## src/rtl/score_pkg.sv

```systemverilog
// rtl/score_pkg.sv - shared widths, RAM map and FSM state encoding for score tracking
package score_pkg;

  localparam int SCORE_W     = 7;
  localparam int ADDR_W      = 5;
  localparam int GLOBAL_ADDR = 8;
  localparam int CLEAR_WORDS = 32;

  typedef enum logic [2:0] {
    INIT  = 3'd0,
    IDLE  = 3'd1,
    RD_P  = 3'd2,
    CMP_P = 3'd3,
    RD_G  = 3'd4,
    CMP_G = 3'd5,
    DONE  = 3'd6
  } state_e;

endpackage

```

## src/rtl/score_tracking.sv

```systemverilog
// rtl/score_tracking.sv - personal/global best-score tracker driving an external score RAM
// Optional RAM clear after reset: SCORE_CLEAR_ON_RESET_EN
module score_tracking #(
  parameter int SCORE_W     = score_pkg::SCORE_W,
  parameter int ADDR_W      = score_pkg::ADDR_W,
  parameter int GLOBAL_ADDR = score_pkg::GLOBAL_ADDR
) (
  input  logic               clk,
  input  logic               rst,
  input  logic               score_req,
  input  logic [SCORE_W-1:0] score,
  input  logic [2:0]         playerID,
  input  logic               isGuest,
  input  logic [SCORE_W-1:0] RAM_data,
  output logic               personal_winner,
  output logic               global_winner,
  output logic [ADDR_W-1:0]  RAM_addr,
  output logic [SCORE_W-1:0] RAM_out,
  output logic               RAM_W,
  output logic               RAM_R,
  output logic               valid
);
  import score_pkg::*;

`ifdef SCORE_CLEAR_ON_RESET_EN
  localparam state_e RESET_STATE = INIT;
`else
  localparam state_e RESET_STATE = IDLE;
`endif

  state_e             state;
  state_e             state_nxt;
  logic               req_q;
  logic               req_rise;
  logic [SCORE_W-1:0] score_q;
  logic [2:0]         pid_q;
  logic               guest_q;
  logic [ADDR_W-1:0]  clr_cnt;
  logic               win;

  assign req_rise = score_req & ~req_q;
  assign win      = score_q > RAM_data;

  always_comb begin
    state_nxt = state;
    case (state)
`ifdef SCORE_CLEAR_ON_RESET_EN
      INIT:    if (clr_cnt == ADDR_W'(CLEAR_WORDS - 1)) state_nxt = IDLE;
`endif
      IDLE:    if (req_rise) state_nxt = isGuest ? RD_G : RD_P;
      RD_P:    state_nxt = CMP_P;
      CMP_P:   state_nxt = RD_G;
      RD_G:    state_nxt = CMP_G;
      CMP_G:   state_nxt = DONE;
      DONE:    state_nxt = IDLE;
      default: state_nxt = IDLE;
    endcase
  end

  always_ff @(posedge clk or negedge rst) begin
    if (!rst) begin
      state           <= RESET_STATE;
      req_q           <= 1'b0;
      score_q         <= '0;
      pid_q           <= '0;
      guest_q         <= 1'b0;
      clr_cnt         <= '0;
      personal_winner <= 1'b0;
      global_winner   <= 1'b0;
    end else begin
      state <= state_nxt;
      req_q <= score_req;
      if (state == IDLE && req_rise) begin
        score_q <= score;
        pid_q   <= playerID;
        guest_q <= isGuest;
        // Guests skip the personal phase, so the flag is settled here.
        if (isGuest) personal_winner <= 1'b0;
      end
      if (state == INIT)  clr_cnt         <= clr_cnt + 1'b1;
      if (state == CMP_P) personal_winner <= win & ~guest_q;
      if (state == CMP_G) global_winner   <= win;
    end
  end

  // RAM strobes are gated by rst so nothing reaches the RAM while reset is held.
  always_comb begin
    RAM_addr = '0;
    RAM_out  = '0;
    RAM_W    = 1'b0;
    RAM_R    = 1'b0;
    if (rst) begin
      case (state)
        INIT: begin
          RAM_addr = clr_cnt;
          RAM_W    = 1'b1;
        end
        RD_P: begin
          RAM_addr = ADDR_W'(pid_q);
          RAM_R    = 1'b1;
        end
        CMP_P: begin
          RAM_addr = ADDR_W'(pid_q);
          if (win && !guest_q) begin
            RAM_W   = 1'b1;
            RAM_out = score_q;
          end
        end
        RD_G: begin
          RAM_addr = ADDR_W'(GLOBAL_ADDR);
          RAM_R    = 1'b1;
        end
        CMP_G: begin
          RAM_addr = ADDR_W'(GLOBAL_ADDR);
          if (win) begin
            RAM_W   = 1'b1;
            RAM_out = score_q;
          end
        end
        default: ;
      endcase
    end
  end

  assign valid = rst & (state == DONE);

endmodule

```

## config.mk

```make
export PLATFORM = sky130hd
export DESIGN_NAME = score_tracking
export DESIGN_NICKNAME = d
export VERILOG_FILES = /design/src/rtl/score_pkg.sv /design/src/rtl/score_tracking.sv
export SDC_FILE = /design/constraint.sdc
export NUM_CORES = 1
export LEC_CHECK = 0
export BUFFER_PORTS_ARGS = -buffer_cell sky130_fd_sc_hd__clkbuf_2
export CORE_AREA = 2 2 66 68
export DETAILED_ROUTE_END_ITERATION = 10
export DIE_AREA = 0 0 68 70
export MAX_ROUTING_LAYER = met4
export SLEW_MARGIN = 20
export SYNTH_ARGS = -nofsm -noshare
export SYNTH_HDL_FRONTEND = slang
export SYNTH_SLANG_ARGS = --single-unit
export TNS_END_PERCENT = 50
```

## constraint.sdc

```tcl
create_clock -name clk -period 3.4 [get_ports clk]
set_input_delay 0 -clock clk [delete_from_list [all_inputs] [get_ports clk]]
set_output_delay 0 -clock clk [all_outputs]
set_load 0.01 [all_outputs]
```

# Word-level counts from Yosys, hierarchy flattened
# Cells that the tools add are included.
[classes]
n_mux = 18
add_sub_neg = 1
bitwise_logic = 5
n_lt_le_gt_ge = 1
n_reduce_logical = 10
n_eq_ne = 7
[op_table]
columns = ["op", "n"]
rows = [
  ["$mux 7", 3],
  ["$pmux 3 s5", 1],
  ["$pmux 5 s3", 1],
  ["$pmux 7 s2", 1],
  ["$eq 3x3->1 const B", 3],
  ["$mux 1", 8],
  ["$gt 7x7->1", 1],
  ["$eq 3x2->1 const B", 2],
  ["$mux 3", 2],
  ["$reduce_or 2->1", 3],
  ["$add 5x1->5 const B", 1],
  ["$mux 5", 1],
  ["$reduce_bool 2->1", 2],
  ["$and 1x1->1", 3],
  ["$eq 3x1->1 const B", 1],
  ["$logic_not 3->1", 1],
  ["$pmux 1 s3", 1],
  ["$logic_and 1x1->1", 2],
  ["$ne 2x2->1 const B", 1],
  ["$not 1->1", 2],
  ["$reduce_and 2->1", 1],
  ["$logic_not 1->1", 1],
]
[word_totals]
output_inout_bits = 17
inputBits = 21
reg_bits = 22

# Longest topological paths before layout
[depth]
depth_word = 5
depth_mapped = 7
depth_no_buf = 6

# Least setup slack after synthesis
# OpenSTA, ideal clock, no wires.
[synth_timing]
kind = "register to register"
start = "reg state[0]"
end = "reg pid_q[0]"
path_slack_ps = 1844
period_less_slack_ps = 1556
path_stages_with_launch = 6
setup_ps = 125
arrival_time_ps = 1431
t_required_ps = 3275
path_cell_list = "dfstp_2 > buf_6 > nor2b_4 > nand4_4 > buf_6 > mux2_4"
[synth_via]
elab_chain_cells = 2
[synth_rtl]
columns = ["item", "line_no", "text"]
rows = [
  ["start: declaration", "score_tracking.sv:31", "state_e state;"],
  ["start signal: assignment", "score_tracking.sv:71", "state <= state_nxt;"],
  ["$eq 3x1->1", "score_tracking.sv:73", "if (state == IDLE && req_rise) begin"],
  ["$logic_and 1x1->1", "score_tracking.sv:73", ""],
  ["end signal: assignment", "score_tracking.sv:75", "pid_q <= playerID;"],
  ["end: declaration", "score_tracking.sv:36", "logic [2:0] pid_q;"],
]
# Every way passes these cells.
# A chain may end at the register's enable or synchronous reset.

# Final worst setup path
[layout_timing]
start = "reg score_q[6]"
end = "out RAM_out[0]"
[layout_via]
elab_chain_cells = 5
[layout_rtl]
columns = ["item", "line_no", "text"]
rows = [
  ["start: declaration", "score_tracking.sv:35", "logic [SCORE_W-1:0] score_q;"],
  ["start signal: assignment", "score_tracking.sv:74", "score_q <= score;"],
  ["$gt 7x7->1 *", "score_tracking.sv:42", "assign win = score_q > RAM_data;"],
  ["$logic_and 1x1->1", "score_tracking.sv:104", "if (win && !guest_q) begin"],
  ["$mux 7", "score_tracking.sv:104", ""],
  ["$pmux 7 s2 *", "score_tracking.sv:93", "case (state)"],
  ["$mux 7 *", "score_tracking.sv:92", "if (rst) begin"],
  ["end: declaration", "score_tracking.sv:18", "output logic [SCORE_W-1:0] RAM_out,"],
]
# Mark *: on every way between the ends. The rest lies on a longest branch, timed or not.

==> summary.md <==
| Metric | Value |
|---|---|
| Die height | `70 um` |
| Post-synthesis adder-cell area fraction | `9.28%` |
| Most common cell after layout, fill and taps aside | `clkbuf_2` |
| Setup-failing EPs final | `0` |
| CTS tree | `built` |
| R2R setup slack | `1680 ps` |
| Yosys top cell by area | `dfrtp_1` |
| DRT iter0 DRCs | `23` |
| Place WS | `1680 ps` |
| Cells after Synth | `133` |
| Vias | `between 1,000 and 1,500` |
| Routability congestion estimate | `0.763` |
| Syn nets | `roughly 160` |
| Fin nets | `215` |
| CP Launch Type | `flop` |
| Die width | `68 um` |
| TritonCTS buffer count | `3` |
| Core area | `4140 um2` |
| Io pins | `38` |
| Clock Path Buffers | `2` |
| Root buf cell | `clkbuf_8` |
| Number of global-route vias before repair | `1,006` |
| H-tree levels | `1` |
| Leakage dissipation | `slightly below 0.9 nW` |
| Share of cells above drive strength 1 | `about a third` |
| Seq cells post-synth | `22` |
| Clock sinks | `22` |
| Initial Util | `32.5%` |
| CP Class | `reg -> out` |
| Worst EP arrival | `1900 ps` |
| Total GRT Usage | `12.9%` |
| GRT overflow | `0` |
| Finished Cell Area | `1770 um2` |
| PD cells | `735 nW/um2` |
| DP Area | `1570 um2` |
| Final wirelength | `2790 um` |
| Mapped cell area | `1350 um2` |
| Final Hold Viols | `0` |
| Synth top area share | `39.0%` |
| DR vias/cell | `4.60` |
| Final critical-path required period | `1900 ps` |
| Pin count of the biggest net entering global routing | `31` |
| Worst setup EP type | `primary output` |
| Largest family of logic cells by synthesized area | `simple AND/OR/NAND/NOR gates` |
| Syn-to-layout area delta | `31.1%` |
| Synth Area in XOR/XNOR | `about 2.6%` |
| Fmax | `~0.53 GHz` |
| DRT antenna net count | `0` |
| Commonest cells after routing, fill and taps aside | `clkbuf_2, dfrtp_1, inv_1` |
| Max-Cap Viols | `0` |
| Num rows | `24` |
| Outcome | `finished, final reports clean` |
| Final TNS setup | `0 ps` |
| Unrepaired setup endpoints after global routing | `no` |
| Post-synthesis sequential area ratio | `40.9%` |
| Compound-Gate Fraction of Synth Area | `13.1%` |
| Final Cycle Share | `55.9%` |
| Worst-path maximum fanout | `10` |
| Setup bufs post-CTS | `0` |
| Synth Warn # | `0` |
| Peak VDD IR | `approximately 0.26 mV` |
| Unique masters post-synth | `34` |
| Drt first pass iters | `4` |
| Worst skew pair latency | `260 ps` |
| Proportion of synthesized area in mux cells | `10.0%` |
| Worst Path Required | `between 3000 and 4000 ps` |
| Die ar. | `4760 um2` |
| Slew margin rel. | `56.8%` |
| Post-Synth Simple-Gate Area | `approximately 17%` |
| Setup ws final | `1500 ps` |
| Hold Crit Class | `in -> async` |
| First-pass GRT wire length | `4630 um` |
| Top cells by area, synth | `dfrtp_1, ha_1, mux2_2, inv_1, mux2_4` |
| N_diodes | `0` |
| Synth Area per Inst | `10.1 um2` |
| Residual DRC count | `0` |
| Hpwl dp | `2160 um` |
| Initial antenna violation count | `0` |
| Worst Tran Pin Value | `648 ps` |
| PortBufs | `37` |
| Skew final | `5.64 ps` |
| Slew Limit Fails | `0` |
| WL/cell | `11.9 um` |
| Reg clk slew, reported paths | `80 ps` |
[cell type report]
type	count	area, um2
Clock buffer	3	41.3
Clock inverter	1	30.0
Fill cell	424	2380
Inverter	18	67.6
Multi-Input combinational cell	89	697
Sequential cell	22	552
Tap cell	52	65.1
Timing Repair Buffer	50	315
[cells in the mapped netlist (all sizes together)]
master / count
o32ai: 1
a21o: 1
nand3: 3
o31ai: 1
nor3: 9
mux2: 11
nand4: 4
o211ai: 2
xnor2: 4
buf: 4
inv: 17
ha: 10
o21ai: 6
a22oi: 5
nand2b: 3
dfrtp: 21
a21oi: 8
nand2: 7
nor2b: 5
and3: 1
dfstp: 1
nor2: 3
clkinv: 1
nand3b: 1
o21bai: 1
a21boi: 2
or3: 1
[layer usage]
metal  wire (um)  GRT usage, %  vias to the layer above  part of all wire [%]
li1            -             -                      564                     -
met1        1360          18.3                      485                    49
met2        1270          19.6                       31                    46
met3         135         0.966                        2                   4.8
met4          25          4.00                        0                  0.89
met5           0             -                        -                     0
[power by group]
| part | internal (W) | switching [W] | total [W] |
|---|---|---|---|
| clock | 0.000157 | 0.0000837 | 0.000241 |
| sequential | 0.000384 | 0.000115 | 0.000499 |
| combinational | 0.000274 | 0.000285 | 0.000560 |
| total | 0.000816 | 0.000484 | 0.00130 |
[sequential cells by signal, indices dropped and copies added (netlist names)]
register / cells
personal_winner: 1
req_q: 1
clr_cnt: 5
global_winner: 1
pid_q: 3
state: 3
score_q: 7
guest_q: 1
[critical path, stage by stage, from the launching register on]
cell and delay, ps:
dfrtp_1 400, ha_1 320, nand4_1 140, a21oi_1 200, o21bai_2 190, nor3_1 230
clkbuf_2 170
[what timing repair did]
item	CTS	global route
endpoints found under the hold margin	33	0
gates resized for setup	0	0
hold buffers	13	0
[path summary, 6_finish.rpt]
check,end,start,cells after the start
setup reg to reg,score_q[0]$_DFFE_PN0P_,state[0]$_DFFE_PN1P_,3
setup / recovery,RAM_out[0],score_q[6]$_DFFE_PN0P_,6
max in group asynchronous,state[1]$_DFFE_PN0P_,rst,2
min in group clk,req_q$_DFF_PN0_,score_req,2
hold / removal,clr_cnt[4]$_DFFE_PN0N_,rst,2
hold reg to reg,clr_cnt[4]$_DFFE_PN0N_,clr_cnt[4]$_DFFE_PN0N_,1
[metrics by stage]
step / util [%] / power [W] / instances / hold WS [ps]
3_3_place_gp: 37.8 / 0.00105 / 218 / 52.7
6_report: 42.7 / 0.00130 / 235 / 295
5_1_grt: 42.7 / 0.00141 / 235 / 358
2_1_floorplan: - / 0.000924 / 133 / -296
4_1_cts: 42.7 / 0.00132 / 235 / 311
3_5_place_dp: 37.8 / 0.00106 / 218 / 56.4
[cell families after synthesis]
group                      Yosys count
DFF                                 22
AOI/OAI and AO/OA                   27
and+or+nand+nor                     37
adders and majority gates           10
muxes                               11
buffers and inverters               22
xor gates and xnor gates             4
(Power assumes the default switching activity.)
